## src/rtl/mem_arbiter_pkg.sv

```systemverilog
// Shared types and defaults for the fetch/memory-stage RAM arbiter.
package mem_arbiter_pkg;
  localparam int STARVE_MAX_DEF = 3;

  typedef logic [15:0] addr;
  typedef logic [31:0] block;
  typedef logic [31:0] inst;

  typedef enum logic [1:0] {OWN_NONE, OWN_IF, OWN_D} mem_owner_t;
endpackage

```

## src/rtl/starve_counter.sv

```systemverilog
// Saturating 4-bit counter of consecutive data grants taken while fetch waits.
module starve_counter
  import mem_arbiter_pkg::*;
#(
  parameter int MAX = STARVE_MAX_DEF
) (
  input  logic clk,
  input  logic rst,
  input  logic inc,
  input  logic clr,
  output logic sat
);
  localparam logic [3:0] MAX_V = 4'(MAX);

  logic [3:0] cnt;

  always_ff @(posedge clk) begin
    if (rst || clr) begin
      cnt <= 4'd0;
    end else if (inc && (cnt != MAX_V)) begin
      cnt <= cnt + 4'd1;
    end
  end

  assign sat = (cnt == MAX_V);
endmodule

```

## src/rtl/mem_arbiter.sv

```systemverilog
// Single-port RAM arbiter: data has priority, fetch is forced through after
// STARVE_MAX back-to-back data grants; read data returns one cycle after grant.
module mem_arbiter
  import mem_arbiter_pkg::*;
#(
  parameter int ADDR_W     = 16,
  parameter int DATA_W     = 32,
  parameter int STARVE_MAX = STARVE_MAX_DEF
) (
  input  logic              clk,
  input  logic              rst,
  input  logic              if_req,
  input  logic [ADDR_W-1:0] if_addr,
  output logic              if_gnt,
  input  logic              if_flush,
  output logic              if_rvalid,
  output logic [DATA_W-1:0] if_rdata,
  input  logic              d_req,
  input  logic              d_we,
  input  logic [ADDR_W-1:0] d_addr,
  input  logic [DATA_W-1:0] d_wdata,
  output logic              d_gnt,
  output logic              d_rvalid,
  output logic [DATA_W-1:0] d_rdata,
  output logic              mem_en,
  output logic              mem_we,
  output logic [ADDR_W-1:0] mem_addr,
  output logic [DATA_W-1:0] mem_wdata,
  input  logic [DATA_W-1:0] mem_rdata
);
  logic       starve_sat;
  logic       flush_q;
  mem_owner_t owner_q;
  mem_owner_t owner_d;

  // Stage 0: arbitration and RAM port mux
  assign if_gnt = ~rst & if_req & (~d_req | starve_sat);
  assign d_gnt  = ~rst & d_req & ~(if_req & starve_sat);

  starve_counter #(.MAX(STARVE_MAX)) u_starve (
    .clk (clk),
    .rst (rst),
    .inc (d_gnt & if_req),
    .clr (if_gnt | ~if_req),
    .sat (starve_sat)
  );

  always_comb begin
    mem_en    = if_gnt | d_gnt;
    mem_we    = d_gnt & d_we;
    mem_addr  = '0;
    mem_wdata = '0;
    if (if_gnt) begin
      mem_addr = if_addr;
    end else if (d_gnt) begin
      mem_addr  = d_addr;
      mem_wdata = d_wdata;
    end
  end

  always_comb begin
    owner_d = OWN_NONE;
    if (if_gnt) begin
      owner_d = OWN_IF;
    end else if (d_gnt && !d_we) begin
      owner_d = OWN_D;
    end
  end

  // Stage 1: response owner and flush history
  always_ff @(posedge clk) begin
    if (rst) begin
      owner_q <= OWN_NONE;
      flush_q <= 1'b0;
    end else begin
      owner_q <= owner_d;
      flush_q <= if_flush;
    end
  end

  // rst gating drops a response whose grant happened just before reset rose
  assign if_rvalid = ~rst & (owner_q == OWN_IF) & ~(if_flush | flush_q);
  assign d_rvalid  = ~rst & (owner_q == OWN_D);
  assign if_rdata  = mem_rdata;
  assign d_rdata   = mem_rdata;
endmodule

```

## config.mk

```make
export PLATFORM = sky130hd
export DESIGN_NAME = mem_arbiter
export DESIGN_NICKNAME = d
export VERILOG_FILES = /design/src/rtl/mem_arbiter_pkg.sv /design/src/rtl/starve_counter.sv /design/src/rtl/mem_arbiter.sv
export SDC_FILE = /design/constraint.sdc
export NUM_CORES = 1
export LEC_CHECK = 0
export ABC_AREA = 0
export BUFFER_PORTS_ARGS = -buffer_cell sky130_fd_sc_hd__buf_2
export CORE_AREA = 2 2 84 86
export CTS_CLUSTER_DIAMETER = 150
export CTS_CLUSTER_SIZE = 10
export DETAILED_ROUTE_END_ITERATION = 7
export DIE_AREA = 0 0 86 88
export SYNTH_ARGS = -nofsm -noshare
export SYNTH_HDL_FRONTEND = slang
export SYNTH_SLANG_ARGS = --single-unit
```

## constraint.sdc

```tcl
create_clock -name clk -period 1.6 [get_ports clk]
set_clock_uncertainty 0.15 [all_clocks]
set_input_delay 0.16 -clock clk [delete_from_list [all_inputs] [get_ports clk]]
set_output_delay 0.16 -clock clk [all_outputs]
set_load 0.02 [all_outputs]
```

==> reports/results.ini, run 1 <==
[power]
clockPowerShare_pct = 26.3
seqPwrFrac_pct = 19.3
ir_worst_vdd_mv = 0.217
p_sw_w = 0.000298
switching_share_pct = 31.5
power_leakage_nw = 1.11
power.density_nw_per_um2 = 436
p_int_w = 0.000647
p_comb_share_pct = 54.4

[setup_path]
r2r_setup_slack_ps = -10
critPathRequiredTime_ps = 1290
cp-start-kind = flop
cp_data_arrival_time_ps = 1700
crit_fanout = 11
cp-end-kind = primary output
crit_type = flop to primary output

[timing]
finalHoldViolations = 0
rsz0062_at_grt = true
drv_slew = 0
maxSlewHeadroom_pct = 85.5
setup_ws_ps = -414
timing.fmax_mhz = 497
min_period_ps = 2010
worst_pin_slew_ps = 217
fin_crit_sh_pct = 126
finalSetupViolCount = 52
setup_tns_ps = -19240

[logic_synthesis]
synth_cell_types = 23
avgSynthCellArea_um2 = 7.77
syn-num-nets = 253
ys_seq_area_share_pct = 12.0
syn_area_um2 = 1160
synthCells = 150
yosysWarnings = 0
synth.ff_latch_count = 7

[floorplanning]
rows = 30
die_w_um = 86
dieArea_um2 = 7570
initial_core_util_pct = 17.5
ios = 220
core_um2 = 6640
fp.dieH_um = 88

[routing]
ant_nets = 0
drt-initial-drc-count = 20
wl_per_cell_um = 14.6
vias_per_cell = 4.02
vias = 1227
firstDrtPassIters = 3
drc = 0
drt_wl_total_um = 4450

[clock_tree]
ctsRootBufferMaster = clkbuf_8
path_clk_slew_ps = 40
cts_sinks = 7
tritoncts = done
numCtsBuffers = 3
cts.path.max_buffers = 2
cts_max_level = 1
insertion_delay_ps = 230

[place]
dp_slack_ps = -211
io_buffers = 123
hpwl_um = 3290
gp_congestion = 0.684

[cells_and_area]
final_common_cell = buf_2
layout-drive-gt1-share_pct = 85.3
nets = 329
nFillCells = 696
syn_to_final_growth_pct = 85.9
final_cell_mix = buf_2, buf_6, and2_4
n_antenna_cell = 0

[global_routing]
grtUsageMet3_pct = 3.77
grt_max_degree = 31
grt_pass1_vias = 1089
busiest_layer = met2
grt_use_total_pct = 9.10
grt_remaining_overflow = 0
grt.met1_usage_pct = 9.02
grt_pass1_wl_um = 5400
use_met2_pct = 16.3
antenna_found_initial = 0

[outcome]
violations = setup timing
outcome = complete, but fails checks

[min_path]
hold_class = primary input to flop

[flow_run]
max-cap-violations = 0

==> power groups by stage <==
| stage | Sequential, W | Clock [W] | Combinational, W |
|---|---|---|---|
| 4_1_cts | 0.000183 | 0.000256 | 0.000435 |
| 3_3_place_gp | 0.000185 | 0 | 0.000356 |
| 6_report | 0.000183 | 0.000249 | 0.000513 |
| 3_5_place_dp | 0.000186 | 0 | 0.000361 |
| 2_1_floorplan | 0.000185 | 0 | 0.000415 |
| 5_1_grt | 0.000183 | 0.000278 | 0.000544 |
==> worst paths after layout <==
check	startpoint	endpoint	depth (start not counted)
setup reg to reg	u_starve.cnt[1]	owner_q[1]	7
setup / recovery	u_starve.cnt[1]	mem_addr[0]	7
hold reg to reg	u_starve.cnt[0]	u_starve.cnt[0]	2
hold / removal	if_flush	flush_q	2
==> repair_timing <==
action	4_1_cts	5_1_grt
endpoints found under the hold margin	1	0
endpoints found under the setup margin	51	51
buffers inserted	0	2
resized for setup	88	49
cloned	0	5
pin swaps	0	1
hold buffers	1	0
==> worst max-delay path: stages (launching register included) <==
cell	delay (ps)
dfxtp_2	330
ha_4	150
buf_4	140
a311oi_4	200
buf_6	220
buf_12	150
a22o_1	150
buf_6	120
==> cell usage after synthesis <==
| cell | number | area, µm² |
|---|---|---|
| and2_1 | 33 | 206 |
| or3b_4 | 1 | 11.3 |
| buf_4 | 64 | 480 |
| xor2_1 | 1 | 8.76 |
| xnor2_1 | 1 | 8.76 |
| ha_1 | 1 | 12.5 |
| nand2b_1 | 2 | 12.5 |
| nor4_1 | 1 | 6.26 |
| dfxtp_1 | 7 | 140 |
| nand2_1 | 1 | 3.75 |
| nor3_1 | 4 | 20.0 |
| a311oi_2 | 1 | 15.0 |
| a21oi_4 | 1 | 16.3 |
| nor3b_1 | 1 | 7.51 |
| inv_1 | 2 | 7.51 |
| buf_6 | 1 | 11.3 |
| buf_2 | 3 | 15.0 |
| nand3_1 | 1 | 5.00 |
| nor2_1 | 3 | 11.3 |
| nor2b_1 | 2 | 12.5 |
| a21oi_1 | 1 | 5.00 |
| clkbuf_1 | 2 | 7.51 |
| a22o_1 | 16 | 140 |
==> metal layers <==
layer	routed length [µm]	share of wire, %
met1	1580	36
met3	484	11
met4	124	2.8
met2	2260	51
met5	0	0
==> stage by stage <==
| stage | cells | total power, W | hold slack [ps] | util, % | instance area, µm² |
|---|---|---|---|---|---|
| after floorplan | 150 | 0.000600 | 81.6 | - | 1270 |
| final | 305 | 0.000945 | 19.2 | 32.6 | 2170 |
| after detailed placement | 293 | 0.000547 | 170 | 23.8 | 1580 |
| after CTS | 298 | 0.000873 | 17.2 | 28.7 | 1900 |
| after global routing | 305 | 0.00100 | 51.6 | 32.6 | 2170 |
| after global placement | 293 | 0.000542 | 170 | 23.8 | 1580 |
==> final cells by class <==
| cell class | count | area [µm²] | area share (%) |
|---|---|---|---|
| repair buffers | 141 | 1170 | 54.2 |
| clock buffers | 4 | 45.0 | 2.08 |
| inverters | 2 | 7.51 | 0.347 |
| well taps | 80 | 100 | 4.62 |
| flip-flops and latches | 7 | 143 | 6.59 |
| multi-input cells | 71 | 696 | 32.1 |
==> kinds of logic after synthesis <==
kind of cell    after synthesis  share of synthesized area (%)
buf+inv                      72                           44.8
xor+xnor                      2                           1.50
simple gates                 49                           25.5
flops                         7                           12.0
fa+ha+maj                     1                           1.07
compound gates               19                           15.1
==> sequential cells by signal, indices dropped and copies added, names as in the netlist <==
signal        flops
u_starve.cnt      4
owner_q           2
flush_q           1
(Power assumes the default switching activity.)
==> run 2: changes to the inputs <==
--- a/config.mk
+++ b/config.mk
@@ -7,11 +7,11 @@
 export LEC_CHECK = 0
 export ABC_AREA = 0
 export BUFFER_PORTS_ARGS = -buffer_cell sky130_fd_sc_hd__buf_2
-export CORE_AREA = 2 2 84 86
+export CORE_AREA = 2 2 86 88
 export CTS_CLUSTER_DIAMETER = 150
 export CTS_CLUSTER_SIZE = 10
 export DETAILED_ROUTE_END_ITERATION = 7
-export DIE_AREA = 0 0 86 88
+export DIE_AREA = 0 0 88 90
 export SYNTH_ARGS = -nofsm -noshare
 export SYNTH_HDL_FRONTEND = slang
 export SYNTH_SLANG_ARGS = --single-unit
==> constraint.sdc (replaced) <==
create_clock -name clk -period 2.1 [get_ports clk]
set_clock_uncertainty 0.15 [all_clocks]
set_input_delay 0.21 -clock clk [delete_from_list [all_inputs] [get_ports clk]]
set_output_delay 0.21 -clock clk [all_outputs]
set_load 0.02 [all_outputs]
==> run 2 against run 1 <==
  * The run now ends clean
  * Global-route usage fell by 1.4 points
  * Clock-buffer cell count did not move
  * Sequential share of layout area rose by 2.1 points
==> reports/results.ini, run 2 (synthesized netlist as in run 1, its figures left out) <==
[cells_and_area]
syn_to_final_growth_pct = 41.7
nets = 320
final_common_cell = buf_2
final_cell_mix = buf_2, and2_1, buf_6
fin_cells = 315
n_antenna_cell = 0
largest_reg_flops = 4
top_regs = u_starve.cnt (4), owner_q (2), flush_q (1)
nFillCells = 774
utilization_pct = 23.5
layout-drive-gt1-share_pct = 64.8
final_cell_area_um2 = 1650
regMostFlops = u_starve.cnt

[place]
hpwl_um = 2740
dpl.cell_count = 306
io_buffers = 123
gp_congestion = 0.675
place_area_um2 = 1440

[min_path]
hold_start = if_flush
hold_class = primary input to flop
holdPathStages = 2
whs_endpoint = flush_q

[timing]
finalSetupViolCount = 0
maxSlewHeadroom_pct = 80.0
timing.fmax_mhz = 480
min_period_ps = 2090
finalHoldViolations = 0
whs_ps = 66.5
drv_slew = 0
worst_pin_slew_ps = 300
fin_crit_sh_pct = 99.3
rsz0062_at_grt = true

[global_routing]
antenna_found_initial = 0
grt_max_degree = 32
grt_pass1_wl_um = 4830
grt_remaining_overflow = 0
grt_pass1_vias = 1082
use_met2_pct = 14.0
grt_use_total_pct = 7.66
grt.met1_usage_pct = 7.48
grtUsageMet3_pct = 2.57
busiest_layer = met2

[outcome]
outcome = completed

[setup_path]
crit_type = flop to primary output
reg2reg_depth = 6
r2r_setup_slack_ps = 490
cp_cell_sequence = ha_4 -> or3b_4 -> a21oi_4 -> buf_6 -> a22o_1 -> buf_6
crit_fanout = 9
cp_data_arrival_time_ps = 1730
critPathRequiredTime_ps = 1740
slowest_stage = or3b_4
path_common_cell = buf_6
reg2reg_from = u_starve.cnt[0]
cp-end-kind = primary output
cp-start-kind = flop
cpPeakStageDelay_ps = 390
r2r_end = u_starve.cnt[3]

[routing]
vias_per_cell = 3.62
wl_per_cell_um = 11.0
firstDrtPassIters = 3
drc = 0
drt_wl_total_um = 3450
drt-initial-drc-count = 45
vias = 1139
ant_nets = 0

[clock_tree]
cts_sinks = 7
tritoncts = done
path_clk_slew_ps = 40
numCtsBuffers = 3
cts_max_level = 1
insertion_delay_ps = 220
cts.path.max_buffers = 2
ctsRootBufferMaster = clkbuf_8

[floorplanning]
fp.dieH_um = 90
core_um2 = 7020
ios = 220
dieArea_um2 = 7920
rows = 31
die_w_um = 88
initial_core_util_pct = 16.6

[power]
power_leakage_nw = 0.902
ir_worst_vdd_mv = 0.125
power.density_nw_per_um2 = 365

[flow_run]
max-cap-violations = 0

-- run 2: cell types whose count changed in the layout (fill, tap and decap cells not counted), moves of 9 or more --
cell,previous run,this run
a22o_1,7,16
and2_1,0,33
buf_6,53,19
and2_4,33,0
buf_2,73,107
a22o_4,9,0
-- run 2: how the worst max path moves through the flow --
stage                              end            start  slack (ps)
final                      mem_addr[0]  u_starve.cnt[0]          10
after global routing      mem_addr[10]  u_starve.cnt[0]         -60
after global placement    mem_addr[15]  u_starve.cnt[0]         210
after CTS                 mem_addr[15]  u_starve.cnt[1]         -40
after floorplan           mem_addr[10]  u_starve.cnt[0]         130
after detailed placement  mem_addr[15]  u_starve.cnt[0]         170
-- run 2: final cells by class --
type / instances / area [µm²] / area share, %
clock buffer: 4 / 45.0 / 2.73
inverter: 2 / 7.51 / 0.455
multi-input combinational: 71 / 527 / 31.9
sequential: 7 / 143 / 8.64
tap: 99 / 124 / 7.51
timing repair buffer: 132 / 805 / 48.7
-- run 2: power by group --
part	leakage, nW	switching [W]	internal, W
combinational	0.821	0.000136	0.000137
sequential	0.0580	0.00000195	0.000137
clock	0.0228	0.0000575	0.000131
total	0.902	0.000196	0.000406
-- run 2: worst max-delay path, delay by kind of cell (launching register included) --
family	cells	cell delay, ps
AOI/OAI and AO/OA	2	350
adders and majority gates	1	130
buffers and inverters	2	280
DFF	1	340
and+or+nand+nor	1	390
-- run 2: timing repair --
| item | in CTS | in global routing |
|---|---|---|
| endpoints found under the hold margin | 1 | 0 |
| setup buffers | 4 | 1 |
| gates cloned | 1 | 0 |
| pin swaps | 16 | 6 |
| hold buffers | 1 | 0 |
| setup endpoints to repair | 40 | 46 |
| gates resized for setup | 37 | 5 |
-- run 2: per-stage QoR --
| stage | setup WS, ps | setup TNS, ps | power (W) |
|---|---|---|---|
| CTS | -41.7 | -424 | 0.000615 |
| finish | 14.6 | 0 | 0.000602 |
| detailed placement | 168 | 0 | 0.000385 |
| global route | -56.2 | -498 | 0.000636 |
| global placement | 212 | 0 | 0.000383 |
| floorplan | 130 | 0 | 0.000442 |
-- run 2: metal layers --
layer,wire (µm),up-vias
met1,1260,508
li1,-,558
met2,1800,58
met3,326,15
met5,0,-
met4,74,0
==> run 3: changes to the inputs <==
--- a/config.mk
+++ b/config.mk
@@ -12,6 +12,7 @@
 export CTS_CLUSTER_SIZE = 10
 export DETAILED_ROUTE_END_ITERATION = 7
 export DIE_AREA = 0 0 88 90
+export PLACE_DENSITY = 0.56
 export SYNTH_ARGS = -nofsm -noshare
 export SYNTH_HDL_FRONTEND = slang
 export SYNTH_SLANG_ARGS = --single-unit
==> run 3 against run 2 <==
  * The flow now finishes with violations (setup timing)
  * Hold slack got worse by 2.6 ps
  * Register-to-register slack gained 150 ps
  * Fmax decreased by 2.3%
  * Largest cell class unchanged
==> reports/results.ini, run 3 (synthesized netlist as in run 1, its figures left out) <==
[global_routing]
grt_max_degree = 30
grt_use_total_pct = 8.77
grt_pass1_wl_um = 5550
grt_pass1_vias = 1182
antenna_found_initial = 0
grt_remaining_overflow = 0

[power]
ir_worst_vdd_mv = 0.172
seqPwrFrac_pct = 22.8
p_comb_share_pct = 45.9
p_int_w = 0.000409
switching_share_pct = 33.0
power_leakage_nw = 0.900
clockPowerShare_pct = 31.3
power.density_nw_per_um2 = 369
p_sw_w = 0.000201

[routing]
drt-initial-drc-count = 18
wl_met2_um = 1960
vias_per_cell = 3.72
firstDrtPassIters = 4
wl_per_cell_um = 12.4
drc = 0
routed.top_layer = met4
m1WireLength_um = 1410
vias = 1164
drt_wl_total_um = 3880
ant_nets = 0
wl_met3_um = 434

[clock_tree]
cts_sinks = 7
insertion_delay_ps = 230
cts.path.max_buffers = 2
cts_max_level = 1
tritoncts = done
path_clk_slew_ps = 40
numCtsBuffers = 3
ctsRootBufferMaster = clkbuf_8

[setup_path]
cp-end-kind = primary output
cp_cell_sequence = ha_4 -> or3b_4 -> a21oi_4 -> clkbuf_16 -> a22o_1 -> buf_6
cp_data_arrival_time_ps = 1770
cp-start-kind = flop
cpPeakStageDelay_ps = 400
critPathRequiredTime_ps = 1740
crit_type = flop to primary output
slowest_stage = or3b_4
crit_fanout = 8

[place]
io_buffers = 123
dpl.cell_count = 306
gp_congestion = 0.736
dp_slack_ps = 161
hpwl_um = 3120

[cells_and_area]
final_common_cell = buf_2
nFillCells = 783
nets = 318
top_regs = u_starve.cnt (4), owner_q (2), flush_q (1)
fin_cells = 313
utilization_pct = 23.6
final_cell_mix = buf_2, and2_1, buf_6
syn_to_final_growth_pct = 42.0
n_antenna_cell = 0
layout-drive-gt1-share_pct = 64.5
largest_reg_flops = 4
regMostFlops = u_starve.cnt

[timing]
worst_pin_slew_ps = 302
maxSlewHeadroom_pct = 79.9
timing.fmax_mhz = 469
finalSetupViolCount = 8
fin_crit_sh_pct = 102
setup_ws_ps = -34.1
rsz0062_at_grt = true
min_period_ps = 2130
finalHoldViolations = 0
whs_ps = 63.9
drv_slew = 0

[min_path]
hold_class = primary input to flop

[outcome]
outcome = complete, but fails checks
violations = setup timing

[floorplanning]
initial_core_util_pct = 16.6
dieArea_um2 = 7920
fp.dieH_um = 90
core_um2 = 7020
rows = 31
ios = 220
die_w_um = 88

[flow_run]
max-cap-violations = 0

-- run 3: cell count changes in the layout (fill, tap and decap cells not counted), sizes merged --
| cell | previous run | this run |
|---|---|---|
| buf | 131 | 128 |
| clkbuf | 4 | 5 |
-- run 3: timing repair --
item                                    in CTS  in global routing
endpoints found under the setup margin      35                 49
gates cloned                                 0                  1
hold buffers                                 1                  0
pin swaps                                    0                 10
hold endpoints to repair                     1                  0
buffers inserted                             0                  1
gates resized for setup                     33                  5
-- run 3: per-layer routing --
metal	global-route usage, %	vias up
li1	-	552
met1	8.68	517
met2	15.5	80
met3	4.41	15
met4	2.95	0
met5	0	-
-- run 3: power groups by stage --
stage / Combinational, W / Clock, W / Sequential [W]
3_5_place_dp: 0.000248 / 0 / 0.000141
4_1_cts: 0.000276 / 0.000197 / 0.000139
5_1_grt: 0.000302 / 0.000207 / 0.000139
6_report: 0.000280 / 0.000191 / 0.000139
3_3_place_gp: 0.000245 / 0 / 0.000141
2_1_floorplan: 0.000301 / 0 / 0.000141
-- run 3: metrics by stage --
| stage | instance area (µm²) | power, W | setup TNS [ps] |
|---|---|---|---|
| after floorplan | 1160 | 0.000442 | 0 |
| after global placement | 1440 | 0.000385 | 0 |
| after detailed placement | 1440 | 0.000389 | 0 |
| after CTS | 1600 | 0.000612 | -145 |
| after global routing | 1650 | 0.000649 | -979 |
| final | 1650 | 0.000610 | -128 |
-- run 3: critical path, delay by kind of cell (launching register included) --
kind            cells  cell delay [ps]
buf+inv             2              310
simple gates        1              400
flops               1              350
fa+ha+maj           1              130
compound gates      2              360
-- run 3: final cells by class --
| cell class | count | area [µm²] | area share [%] |
|---|---|---|---|
| multi-input combinational | 71 | 527 | 31.8 |
| clock buffer | 4 | 45.0 | 2.72 |
| timing repair buffer | 130 | 808 | 48.9 |
| tap | 99 | 124 | 7.49 |
| inverter | 2 | 7.51 | 0.454 |
| sequential | 7 | 143 | 8.62 |
-- run 3: path summary, 6_finish.rpt --
kind | slack, ps | startpoint | cells after the start | endpoint
worst max-delay path | -30 | u_starve.cnt[1] | 6 | mem_addr[8]
worst min-delay path | 60 | if_flush | 2 | flush_q
worst max register to register | 640 | u_starve.cnt[1] | 5 | owner_q[1]
worst min register to register | 390 | u_starve.cnt[0] | 2 | u_starve.cnt[0]
